[src/rtl/calculadora_bcd_serial.sv]
// Sequential BCD calculator: add/subtract/multiply two unsigned operands, then serial double-dabble to DIGITS packed BCD digits.
// Optional multiplier for op 10 is built only when CALC_MUL_EN is defined.
module calculadora_bcd_serial #(
  parameter int WIDTH  = 8,
  parameter int DIGITS = 5
) (
  input  logic                  clk,
  input  logic                  rst,
  input  logic                  start,
  input  logic [WIDTH-1:0]      A,
  input  logic [WIDTH-1:0]      B,
  input  logic                  o1,
  input  logic                  o0,
  output logic [4*DIGITS-1:0]   bcd,
  output logic                  sinal,
  output logic                  busy,
  output logic                  done,
  output logic                  erro,
  output logic                  ovf
);

  localparam int MW = 2 * WIDTH;
  localparam int BW = 4 * DIGITS;
  localparam int CW = $clog2(MW + 1);

  typedef enum logic [1:0] {IDLE, CALC, CONV, DONE} state_t;

  state_t          state;
  logic [WIDTH-1:0] a_r;
  logic [WIDTH-1:0] b_r;
  logic [1:0]       op_r;
  logic [MW-1:0]    mag;
  logic [BW-1:0]    shift;
  logic [CW-1:0]    cnt;
  logic             neg_r;
  logic             err_r;
  logic             sticky;

  logic [MW-1:0]    calc_mag;
  logic             calc_neg;
  logic             calc_err;
  logic [BW-1:0]    adj;
  logic [BW-1:0]    shift_next;
  logic [MW-1:0]    mag_next;
  logic             out_bit;

  // Magnitude, sign and error of the latched operation, taken once in CALC.
  always_comb begin
    calc_mag = '0;
    calc_neg = 1'b0;
    calc_err = 1'b0;
    case (op_r)
      2'b00: calc_mag = MW'(a_r) + MW'(b_r);
      2'b01: begin
        if (a_r >= b_r) begin
          calc_mag = MW'(a_r - b_r);
        end else begin
          calc_mag = MW'(b_r - a_r);
          calc_neg = 1'b1;
        end
      end
`ifdef CALC_MUL_EN
      2'b10: calc_mag = MW'(a_r) * MW'(b_r);
`else
      2'b10: calc_err = 1'b1;
`endif
      default: calc_err = 1'b1;
    endcase
  end

  // One double-dabble step: add 3 to each digit >= 5, then shift {shift, mag} left.
  always_comb begin
    adj = shift;
    for (int i = 0; i < DIGITS; i++) begin
      if (shift[4*i +: 4] >= 4'd5) begin
        adj[4*i +: 4] = shift[4*i +: 4] + 4'd3;
      end
    end
    out_bit    = adj[BW-1];
    shift_next = {adj[BW-2:0], mag[MW-1]};
    mag_next   = {mag[MW-2:0], 1'b0};
  end

  always_ff @(posedge clk) begin
    if (rst) begin
      state  <= IDLE;
      a_r    <= '0;
      b_r    <= '0;
      op_r   <= '0;
      mag    <= '0;
      shift  <= '0;
      cnt    <= '0;
      neg_r  <= 1'b0;
      err_r  <= 1'b0;
      sticky <= 1'b0;
      bcd    <= '0;
      sinal  <= 1'b0;
      busy   <= 1'b0;
      done   <= 1'b0;
      erro   <= 1'b0;
      ovf    <= 1'b0;
    end else begin
      done <= 1'b0;
      case (state)
        IDLE: begin
          if (start) begin
            a_r   <= A;
            b_r   <= B;
            op_r  <= {o1, o0};
            busy  <= 1'b1;
            state <= CALC;
          end
        end
        CALC: begin
          mag    <= calc_mag;
          neg_r  <= calc_neg;
          err_r  <= calc_err;
          shift  <= '0;
          sticky <= 1'b0;
          cnt    <= '0;
          state  <= CONV;
        end
        CONV: begin
          shift  <= shift_next;
          mag    <= mag_next;
          sticky <= sticky | out_bit;
          cnt    <= cnt + 1'b1;
          // Last shift: publish the result on the edge that enters DONE.
          if (cnt == CW'(MW - 1)) begin
            bcd   <= shift_next;
            ovf   <= sticky | out_bit;
            sinal <= neg_r;
            erro  <= err_r;
            busy  <= 1'b0;
            done  <= 1'b1;
            state <= DONE;
          end
        end
        DONE: state <= IDLE;
        default: state <= IDLE;
      endcase
    end
  end

endmodule
[config.mk]
export PLATFORM = sky130hd
export DESIGN_NAME = calculadora_bcd_serial
export DESIGN_NICKNAME = d
export VERILOG_FILES = /design/src/rtl/calculadora_bcd_serial.sv
export SDC_FILE = /design/constraint.sdc
export NUM_CORES = 1
export LEC_CHECK = 0
export CAP_MARGIN = 20
export CORE_MARGIN = 3
export CORE_UTILIZATION = 58
export CTS_BUF_LIST = sky130_fd_sc_hd__clkbuf_16
export DETAILED_ROUTE_END_ITERATION = 8
export PLACE_DENSITY = 0.79
export SYNTH_ARGS = -nofsm -noshare
export SYNTH_HDL_FRONTEND = slang
export SYNTH_SLANG_ARGS = --single-unit
[constraint.sdc]
create_clock -name clk -period 2.65 [get_ports clk]
set_input_delay 0.265 -clock clk [delete_from_list [all_inputs] [get_ports clk]]
set_output_delay 0.265 -clock clk [all_outputs]
set_load 0.03 [all_outputs]
==> results of run 1 <==
==> registers in the layout, summed over array words and instances (netlist names), 2 cells and up <==
register / count
bcd: 20
shift: 20
mag: 16
a_r: 8
b_r: 8
cnt: 5
op_r: 2
state: 2
==> what timing repair did <==
item	in CTS	in global routing
pin swaps	1	1
endpoints found under the hold margin	0	0
endpoints found under the setup margin	1	13
buffers inserted	3	1
hold buffers	0	0
resized for setup	0	6
==> synth_stat cells (2+ instances only) <==
library cell,number
dfxtp_1,89
a211oi_2,8
a21o_1,8
and2_1,3
buf_4,2
a31oi_1,3
inv_1,41
o21bai_1,7
nand2b_1,12
a211oi_1,11
ha_1,39
nor2b_1,3
fa_1,3
nor3_1,11
o21ai_0,19
o2bb2ai_1,2
a21oi_1,71
o31ai_1,5
buf_1,2
a32oi_1,5
mux2i_1,11
nor3b_1,5
a22oi_1,15
a221oi_1,3
nor2_1,58
xnor2_1,14
clkbuf_1,31
or3_1,4
nand3_1,7
o22ai_1,2
nand2_1,98
o311a_1,3
==> stage by stage <==
step                      total power [mW]  worst slack [ps]
final                                5.460             177.7
after detailed placement             4.133             16.47
after CTS                            5.385             24.72
after global placement               4.100             214.9
after floorplan                      3.565             382.0
after global routing                 5.839             2.821
==> cell type report <==
| cell class | count | share of cell area |
|---|---|---|
| clock inverter | 7 | 0.009312 |
| timing repair buffer | 65 | 0.1007 |
| clock buffer | 9 | 0.03810 |
| sequential | 89 | 0.3016 |
| tap | 105 | 0.02222 |
| inverter | 42 | 0.02667 |
| multi-input combinational | 456 | 0.5014 |
==> power groups by stage <==
stage	logic, mW	registers [mW]	clock network (mW)
detailed placement	2.50	1.63	0
global route	2.94	1.63	1.27
CTS	2.58	1.60	1.20
finish	2.66	1.61	1.20
global placement	2.48	1.62	0
floorplan	1.95	1.62	0
==> worst max-delay path: stages, from the launching register on <==
cell	delay (ps)
dfxtp_1	380
inv_1	60
ha_1	430
nand3_1	130
o21bai_2	240
a31oi_4	240
nor2_4	100
buf_4	150
o311a_4	440
a211oi_2	210
==> cell families after synthesis <==
family | after synthesis | synth area share
compound gates | 177 | 0.2414
xor+xnor | 15 | 0.02619
fa+ha+maj | 42 | 0.1092
mux | 11 | 0.02195
buf+inv | 77 | 0.05910
simple gates | 211 | 0.1870
flops | 89 | 0.3551
==> metal layers <==
metal / vias to the layer above / routed length, um
li1: 2230 / -
met1: 2085 / 5647
met2: 122 / 5362
met3: 12 / 561
met4: 0 / 149
met5: - / 0
==> worst paths after layout <==
check | startpoint | endpoint | slack, ps | cells past startpoint
max | a_r[3] | mag[13] | 180 | 9
min | bcd[18] | bcd[18] | 450 | 2
max reg2reg | a_r[3] | mag[13] | 180 | 9
min reg2reg | bcd[18] | bcd[18] | 450 | 2
==> impl_metrics.prom, run 1 <==
# TYPE chip_impl_metric gauge
chip_impl_info{name="run_status",value="finished, final reports clean"} 1
chip_impl_metric{name="postRouteAntennaNets",unit=""} 0
chip_impl_metric{name="tightest_slew",unit="ps"} 991.1
chip_impl_info{name="kind_of_critical_path",value="register to register"} 1
chip_impl_info{name="layout.cells.most_common_list",value="98 x nand2_1, 88 x dfxtp_1, 71 x a21oi_1"} 1
chip_impl_info{name="rsz0062_at_grt",value="false"} 1
chip_impl_metric{name="syn_nets",unit=""} 685
chip_impl_metric{name="power.share.combinational",unit=""} 0.486
chip_impl_metric{name="placement_row_count",unit=""} 33
chip_impl_metric{name="grt_use_met1",unit=""} 0.3445
chip_impl_metric{name="first_iter_violations",unit=""} 190
chip_impl_metric{name="globalRoute.totalOverflow",unit=""} 0
chip_impl_metric{name="synth-seq-area-share",unit=""} 0.3551
chip_impl_metric{name="worst_ep_arrival_time",unit="ps"} 2730
chip_impl_metric{name="grt_start_max_net_pins",unit=""} 55
chip_impl_info{name="synth.area.top_cells",value="dfxtp_1 36%, ha_1 9.7%, nand2_1 7.3%"} 1
chip_impl_metric{name="proportion_of_netlist_area_held_by_the_largest_area_contributor",unit=""} 0.3551
chip_impl_info{name="class_of_the_most_critical_hold_timing_path",value="register to register"} 1
chip_impl_metric{name="antenna_cells_inserted",unit=""} 0
chip_impl_metric{name="globalRouteMet3Util",unit=""} 0.05237
chip_impl_metric{name="flop_pwr_share",unit=""} 0.294
chip_impl_metric{name="grt_usage",unit=""} 0.2472
chip_impl_metric{name="power.density",unit="mW/mm^2"} 923.5
chip_impl_metric{name="routed_wire_length_per_instance",unit="um"} 15.16
chip_impl_info{name="global_route.peak_usage_layer",value="met2"} 1
chip_impl_info{name="cts.root.buffer_cell",value="clkbuf_16"} 1
chip_impl_metric{name="initial_core_util",unit=""} 0.6046
chip_impl_metric{name="flow.area_growth_from_synthesis",unit="%"} 17.83
chip_impl_metric{name="via_count_of_the_first_global_routing_pass",unit=""} 4152
chip_impl_metric{name="die_area",unit="sq mm"} 0.009803
chip_impl_metric{name="totalNegativeSetupSlack",unit="ps"} 0
chip_impl_metric{name="timing.max_cap.violations",unit=""} 0
chip_impl_metric{name="setup_violations",unit=""} 0
chip_impl_metric{name="avgViaCountPerCell",unit=""} 5.755
chip_impl_metric{name="fmax",unit="MHz"} 404.5
chip_impl_info{name="startpoint_type",value="register"} 1
chip_impl_metric{name="global_route.usage.met2",unit=""} 0.3869
chip_impl_metric{name="slew_viol_final",unit=""} 0
chip_impl_metric{name="number_of_i_o_port_buffers",unit=""} 45
chip_impl_metric{name="regArea",unit="sq mm"} 0.001783
chip_impl_metric{name="whs",unit="ps"} 452.6
chip_impl_metric{name="power_report.internal_total",unit="mW"} 3.216
chip_impl_metric{name="placeable_core_area",unit="sq mm"} 0.008299
chip_impl_metric{name="yosysWarnings",unit=""} 0
chip_impl_metric{name="multiInputGateArea",unit="sq mm"} 0.002964
chip_impl_info{name="final_common_cell",value="nand2_1"} 1
chip_impl_metric{name="synth-edff-count",unit=""} 0
chip_impl_metric{name="synth.avg_cell_area",unit="sq um"} 8.066
chip_impl_metric{name="grt_first_pass_wirelength",unit="um"} 19800
chip_impl_metric{name="cts.htree.levels",unit=""} 3
chip_impl_metric{name="routed_wl",unit="um"} 11720
chip_impl_metric{name="post-dp-hpwl",unit="um"} 8508
chip_impl_metric{name="vdd_drop_max",unit="mV"} 0.5350
chip_impl_metric{name="finished_layout_cells",unit=""} 773
chip_impl_metric{name="power.clock.fraction",unit=""} 0.219
chip_impl_metric{name="period_minus_slack",unit="ps"} 2472
chip_impl_metric{name="switching_power",unit="mW"} 2.244
chip_impl_metric{name="cellLeakagePower",unit="nW"} 2.234
chip_impl_metric{name="placed_cell_area",unit="sq mm"} 0.005575
chip_impl_info{name="clock_tree_from_tritoncts",value="done"} 1
chip_impl_metric{name="post-route-cell-area",unit="sq mm"} 0.005912
chip_impl_metric{name="clock-sinks",unit=""} 89
chip_impl_metric{name="routabilityCongestion",unit=""} 0.8910
chip_impl_metric{name="cp.required",unit="ps"} 2910
chip_impl_metric{name="antenna_violations_before_repair",unit=""} 0
chip_impl_metric{name="die_height",unit="um"} 99.01
chip_impl_metric{name="dieWidth",unit="um"} 99.01
chip_impl_metric{name="remaining_drc_errors",unit=""} 0
chip_impl_metric{name="layout.nets",unit=""} 726
chip_impl_metric{name="worst_slew_margin_rel",unit=""} 0.3393
chip_impl_info{name="synthFlopType",value="dfxtp_1"} 1
chip_impl_info{name="timing.critical_path.to_type",value="register"} 1
chip_impl_metric{name="fraction_of_final_layout_cells_with_drive_strength_greater_than_1",unit=""} 0.08832
chip_impl_metric{name="synth.ff_latch_count",unit=""} 89
chip_impl_metric{name="final.setup_skew",unit="ps"} 6.018
chip_impl_metric{name="finalHoldViolations",unit=""} 0
chip_impl_metric{name="postLayoutCoreUtil",unit=""} 0.7123
chip_impl_metric{name="dp.cells",unit=""} 753
chip_impl_metric{name="detailroute.via_count",unit=""} 4449
chip_impl_metric{name="syn-cell-area",unit="sq mm"} 0.005017
chip_impl_metric{name="yosys_cell_types",unit=""} 59
chip_impl_metric{name="boundaryPins",unit=""} 46
chip_impl_metric{name="drt-pass1-iter-count",unit=""} 5
chip_impl_metric{name="synthesis.instances",unit=""} 622
chip_impl_metric{name="numCtsBuffers",unit=""} 9
chip_impl_metric{name="clockBufferDepth",unit=""} 2
chip_impl_metric{name="clock_latency",unit="ps"} 340
chip_impl_info{name="synth_area_leader_cell",value="dfxtp_1"} 1
chip_impl_metric{name="critical_path_peak_fanout",unit=""} 8
chip_impl_metric{name="fin_crit_sh",unit=""} 0.9329
chip_impl_metric{name="clk_pin_slew_worst_paths",unit="ps"} 70
chip_impl_metric{name="number_of_filler_cells_placed_in_the_layout",unit=""} 668
chip_impl_metric{name="power.share.switching",unit=""} 0.4110
chip_impl_metric{name="async_reset_ff_frac",unit=""} 0
(Power assumes the default switching activity.)
==> run 2: changes to the inputs <==
--- a/config.mk
+++ b/config.mk
@@ -5,12 +5,14 @@
 export SDC_FILE = /design/constraint.sdc
 export NUM_CORES = 1
 export LEC_CHECK = 0
+export ABC_AREA = 1
 export CAP_MARGIN = 20
 export CORE_MARGIN = 3
 export CORE_UTILIZATION = 58
 export CTS_BUF_LIST = sky130_fd_sc_hd__clkbuf_16
 export DETAILED_ROUTE_END_ITERATION = 8
 export PLACE_DENSITY = 0.79
+export REMOVE_ABC_BUFFERS = 1
 export SYNTH_ARGS = -nofsm -noshare
 export SYNTH_HDL_FRONTEND = slang
 export SYNTH_SLANG_ARGS = --single-unit
==> run 2 against run 1 <==
  * Count of clock-buffer cells in the layout unchanged
  * Global-route usage increased by 0.28 points
  * Die area increased by 2.9%
  * Critical endpoint is now mag[2]
==> impl_metrics.prom, run 2 <==
# TYPE chip_impl_metric gauge
chip_impl_metric{name="placed_cell_area",unit="sq mm"} 0.005639
chip_impl_metric{name="flow.area_growth_from_synthesis",unit="%"} 14.44
chip_impl_metric{name="finalHoldViolations",unit=""} 0
chip_impl_metric{name="totalNegativeSetupSlack",unit="ps"} 0
chip_impl_metric{name="globalRoute.totalOverflow",unit=""} 0
chip_impl_metric{name="power_report.internal_total",unit="mW"} 3.053
chip_impl_metric{name="clk_pin_slew_worst_paths",unit="ps"} 70
chip_impl_info{name="synth_top_family_by_area",value="simple AND/OR/NAND/NOR gates"} 1
chip_impl_info{name="timing.critical_path.to_type",value="register"} 1
chip_impl_metric{name="tightest_slew",unit="ps"} 738.1
chip_impl_metric{name="finished_layout_cells",unit=""} 872
chip_impl_metric{name="worst_ep_arrival_time",unit="ps"} 2420
chip_impl_metric{name="antenna_cells_inserted",unit=""} 0
chip_impl_metric{name="setup_violations",unit=""} 0
chip_impl_info{name="startpoint_type",value="register"} 1
chip_impl_metric{name="synthesis.instances",unit=""} 726
chip_impl_metric{name="timing.max_cap.violations",unit=""} 0
chip_impl_info{name="crit-reg2reg-capture",value="mag[2]"} 1
chip_impl_metric{name="worst_slew_margin_rel",unit=""} 0.5074
chip_impl_metric{name="slew_viol_final",unit=""} 0
chip_impl_metric{name="period_minus_slack",unit="ps"} 2218
chip_impl_metric{name="clockBufferDepth",unit=""} 2
chip_impl_metric{name="post_cts.resized_instances",unit=""} 0
chip_impl_info{name="post_synth_most_frequent_cells",value="142 x nand2_1, 95 x inv_1, 89 x dfxtp_1"} 1
chip_impl_metric{name="cp.required",unit="ps"} 2850
chip_impl_metric{name="cts.htree.levels",unit=""} 3
chip_impl_metric{name="postLayoutCoreUtil",unit=""} 0.7026
chip_impl_metric{name="power.clock.fraction",unit=""} 0.217
chip_impl_metric{name="boundaryPins",unit=""} 46
chip_impl_info{name="crit_slowest_cell",value="ha_1"} 1
chip_impl_metric{name="r2r_slack",unit="ps"} 430
chip_impl_metric{name="post-dp-hpwl",unit="um"} 8501
chip_impl_metric{name="antenna_violations_before_repair",unit=""} 0
chip_impl_metric{name="fraction_of_final_layout_cells_with_drive_strength_greater_than_1",unit=""} 0.06780
chip_impl_metric{name="power.share.combinational",unit=""} 0.486
chip_impl_info{name="largest_registers",value="bcd x20, shift x20, mag x16"} 1
chip_impl_metric{name="dp.cells",unit=""} 856
chip_impl_metric{name="drt-pass1-iter-count",unit=""} 5
chip_impl_metric{name="synth-seq-area-share",unit=""} 0.3445
chip_impl_metric{name="clock_latency",unit="ps"} 340
chip_impl_info{name="final_common_cell",value="nand2_1"} 1
chip_impl_metric{name="via_count_of_the_first_global_routing_pass",unit=""} 4435
chip_impl_metric{name="regArea",unit="sq mm"} 0.001782
chip_impl_metric{name="post_cts.repair.setup_buffers",unit=""} 0
chip_impl_metric{name="power.share.switching",unit=""} 0.4481
chip_impl_metric{name="proportion_of_netlist_area_held_by_the_largest_area_contributor",unit=""} 0.3445
chip_impl_metric{name="remaining_drc_errors",unit=""} 0
chip_impl_metric{name="multiInputGateArea",unit="sq mm"} 0.002830
chip_impl_info{name="synthMostInstantiatedCell",value="nand2_1"} 1
chip_impl_metric{name="routabilityCongestion",unit=""} 0.8905
chip_impl_metric{name="first_iter_violations",unit=""} 283
chip_impl_metric{name="worst_path_largest_cell_delay",unit="ps"} 490
chip_impl_info{name="run_status",value="finished, final reports clean"} 1
chip_impl_info{name="worstReg2RegStart",value="a_r[6]"} 1
chip_impl_metric{name="detailedPlace.worstSlack",unit="ps"} 478.5
chip_impl_metric{name="placement_row_count",unit=""} 33
chip_impl_metric{name="die_area",unit="sq mm"} 0.01009
chip_impl_info{name="synthFlopType",value="dfxtp_1"} 1
chip_impl_metric{name="worst_slack_setup_final",unit="ps"} 431.5
chip_impl_metric{name="worstRegToRegCells",unit=""} 12
chip_impl_metric{name="whs",unit="ps"} 470.8
chip_impl_metric{name="power.density",unit="mW/mm^2"} 934.6
chip_impl_info{name="cts.root.buffer_cell",value="clkbuf_16"} 1
chip_impl_metric{name="dieWidth",unit="um"} 100.4
chip_impl_info{name="synth_area_leader_cell",value="dfxtp_1"} 1
chip_impl_metric{name="detailroute.via_count",unit=""} 4738
chip_impl_metric{name="initial_core_util",unit=""} 0.6139
chip_impl_info{name="synth.area.top_cells",value="dfxtp_1 34%, nand2_1 10%, ha_1 9.4%"} 1
chip_impl_info{name="crit_path_cell_trace",value="inv_1 > ha_1 > nand2_4 > nand2_2 > a21oi_2 > nand2_2 > a21oi_4 > nand2_1 > nand3_1 > nand2_1 > nand3_1 > a21oi_1"} 1
chip_impl_metric{name="synth.ff_latch_count",unit=""} 89
chip_impl_metric{name="post_synth_fa_ha_maj_area_fraction",unit=""} 0.1060
chip_impl_metric{name="routed_wire_length_per_instance",unit="um"} 13.82
chip_impl_metric{name="number_of_i_o_port_buffers",unit=""} 45
chip_impl_metric{name="yosysWarnings",unit=""} 0
chip_impl_metric{name="number_of_filler_cells_placed_in_the_layout",unit=""} 732
chip_impl_info{name="cp_top_family",value="simple AND/OR/NAND/NOR gates"} 1
chip_impl_metric{name="final.setup_skew",unit="ps"} 6.170
chip_impl_metric{name="switching_power",unit="mW"} 2.479
chip_impl_info{name="startpoint",value="a_r[6]"} 1
chip_impl_metric{name="synthesized_area_fraction_occupied_by_ao_oa_aoi_and_oai_cells",unit=""} 0.1899
chip_impl_metric{name="critical_path_peak_fanout",unit=""} 10
chip_impl_metric{name="clock-sinks",unit=""} 89
chip_impl_metric{name="routed_wl",unit="um"} 12050
chip_impl_info{name="rsz0062_at_grt",value="false"} 1
chip_impl_info{name="clock_tree_from_tritoncts",value="done"} 1
chip_impl_metric{name="flop_pwr_share",unit=""} 0.297
chip_impl_metric{name="synthMuxAreaShare",unit=""} 0
chip_impl_info{name="kind_of_critical_path",value="register to register"} 1
chip_impl_metric{name="die_height",unit="um"} 100.4
chip_impl_metric{name="fmax",unit="MHz"} 450.8
chip_impl_metric{name="grt_usage",unit=""} 0.2500
chip_impl_info{name="class_of_the_most_critical_hold_timing_path",value="register to register"} 1
chip_impl_metric{name="synth.avg_cell_area",unit="sq um"} 7.123
chip_impl_metric{name="placeable_core_area",unit="sq mm"} 0.008423
chip_impl_metric{name="yosys.area_share.xor_xnor",unit=""} 0.02371
chip_impl_metric{name="async_reset_ff_frac",unit=""} 0
chip_impl_metric{name="layout.nets",unit=""} 825
chip_impl_metric{name="critical_path.n_buffers_inverters",unit=""} 1
chip_impl_metric{name="grt_first_pass_wirelength",unit="um"} 20670
chip_impl_info{name="layout.cells.most_common_list",value="142 x nand2_1, 96 x inv_1, 89 x dfxtp_1"} 1
chip_impl_metric{name="avgViaCountPerCell",unit=""} 5.433
chip_impl_metric{name="simple_gate_area_share_of_the_yosys_netlist",unit=""} 0.2277
chip_impl_metric{name="fin_crit_sh",unit=""} 0.8372
chip_impl_info{name="setup.worst_path.end",value="mag[2]"} 1
chip_impl_metric{name="cellLeakagePower",unit="nW"} 2.597
chip_impl_metric{name="syn-cell-area",unit="sq mm"} 0.005171
chip_impl_metric{name="yosys_cell_types",unit=""} 43
chip_impl_metric{name="vdd_drop_max",unit="mV"} 0.5558
chip_impl_metric{name="timing.critical_path.depth",unit=""} 12
chip_impl_metric{name="post-layout-total-power",unit="mW"} 5.531
chip_impl_metric{name="synth-edff-count",unit=""} 0
chip_impl_metric{name="postRouteAntennaNets",unit=""} 0
chip_impl_metric{name="postCtsHoldBufs",unit=""} 0
chip_impl_metric{name="post-route-cell-area",unit="sq mm"} 0.005918
chip_impl_metric{name="grt_start_max_net_pins",unit=""} 52
chip_impl_metric{name="numCtsBuffers",unit=""} 9
==> run 2: cell types whose count changed after synthesis, sizes merged, moves of 10 or more <==
cell / change
a211oi: -18
a21oi: +14
a22oi: -15
clkbuf: -13
inv: +58
mux2i: -11
nand2: +53
nand2b: -12
nand3: +26
nor2: +18
o21ai: +51
xnor2: -11
xor2: +10
==> run 2: worst register-to-register path: cells and delay by family (launching register included) <==
kind	cells	cell delay, ps
AOI/OAI and AO/OA	3	550
adders and majority gates	1	490
buffers and inverters	1	70
DFF	1	360
and+or+nand+nor	7	620
==> run 2: power by group through the flow <==
stage / Combinational, mW / Clock [mW] / Sequential, mW
2_1_floorplan: 1.97 / 0 / 1.65
3_3_place_gp: 2.60 / 0 / 1.66
3_5_place_dp: 2.63 / 0 / 1.67
4_1_cts: 2.65 / 1.22 / 1.64
5_1_grt: 3.01 / 1.28 / 1.67
6_report: 2.69 / 1.20 / 1.64
==> run 2: how the worst min path moves through the flow <==
| stage | start | endpoint | slack, ps | depth (start not counted) |
|---|---|---|---|---|
| after floorplan | rst | mag[5] | 330 | 1 |
| after global placement | sticky | sticky | 450 | 2 |
| after detailed placement | mag[3] | mag[3] | 460 | 2 |
| after CTS | mag[3] | mag[3] | 480 | 2 |
| after global routing | mag[3] | mag[3] | 490 | 2 |
| final | sticky | sticky | 470 | 2 |
==> run 2: area by class of cell <==
type / instances / share of cell area
clock buffer: 9 / 0.03805
clock inverter: 7 / 0.009091
inverter: 102 / 0.06469
multi-input combinational: 506 / 0.4782
sequential: 89 / 0.3011
tap: 105 / 0.02220
timing repair buffer: 54 / 0.08668
==> run 2: per-layer routing <==
layer	vias up	global-route usage	share of wire
li1	2402	-	-
met2	135	0.3726	0.45
met4	0	0.09741	0.020
met3	22	0.03544	0.052
met5	-	0	0
met1	2179	0.3646	0.48
==> run 2: kinds of logic after synthesis <==
kind of cell / Yosys count
AND/OR/NAND/NOR: 271
AO/OA/AOI/OAI: 179
buffers and inverters: 131
flip-flops: 89
adder cells (fa/ha/maj): 42
XOR/XNOR: 14
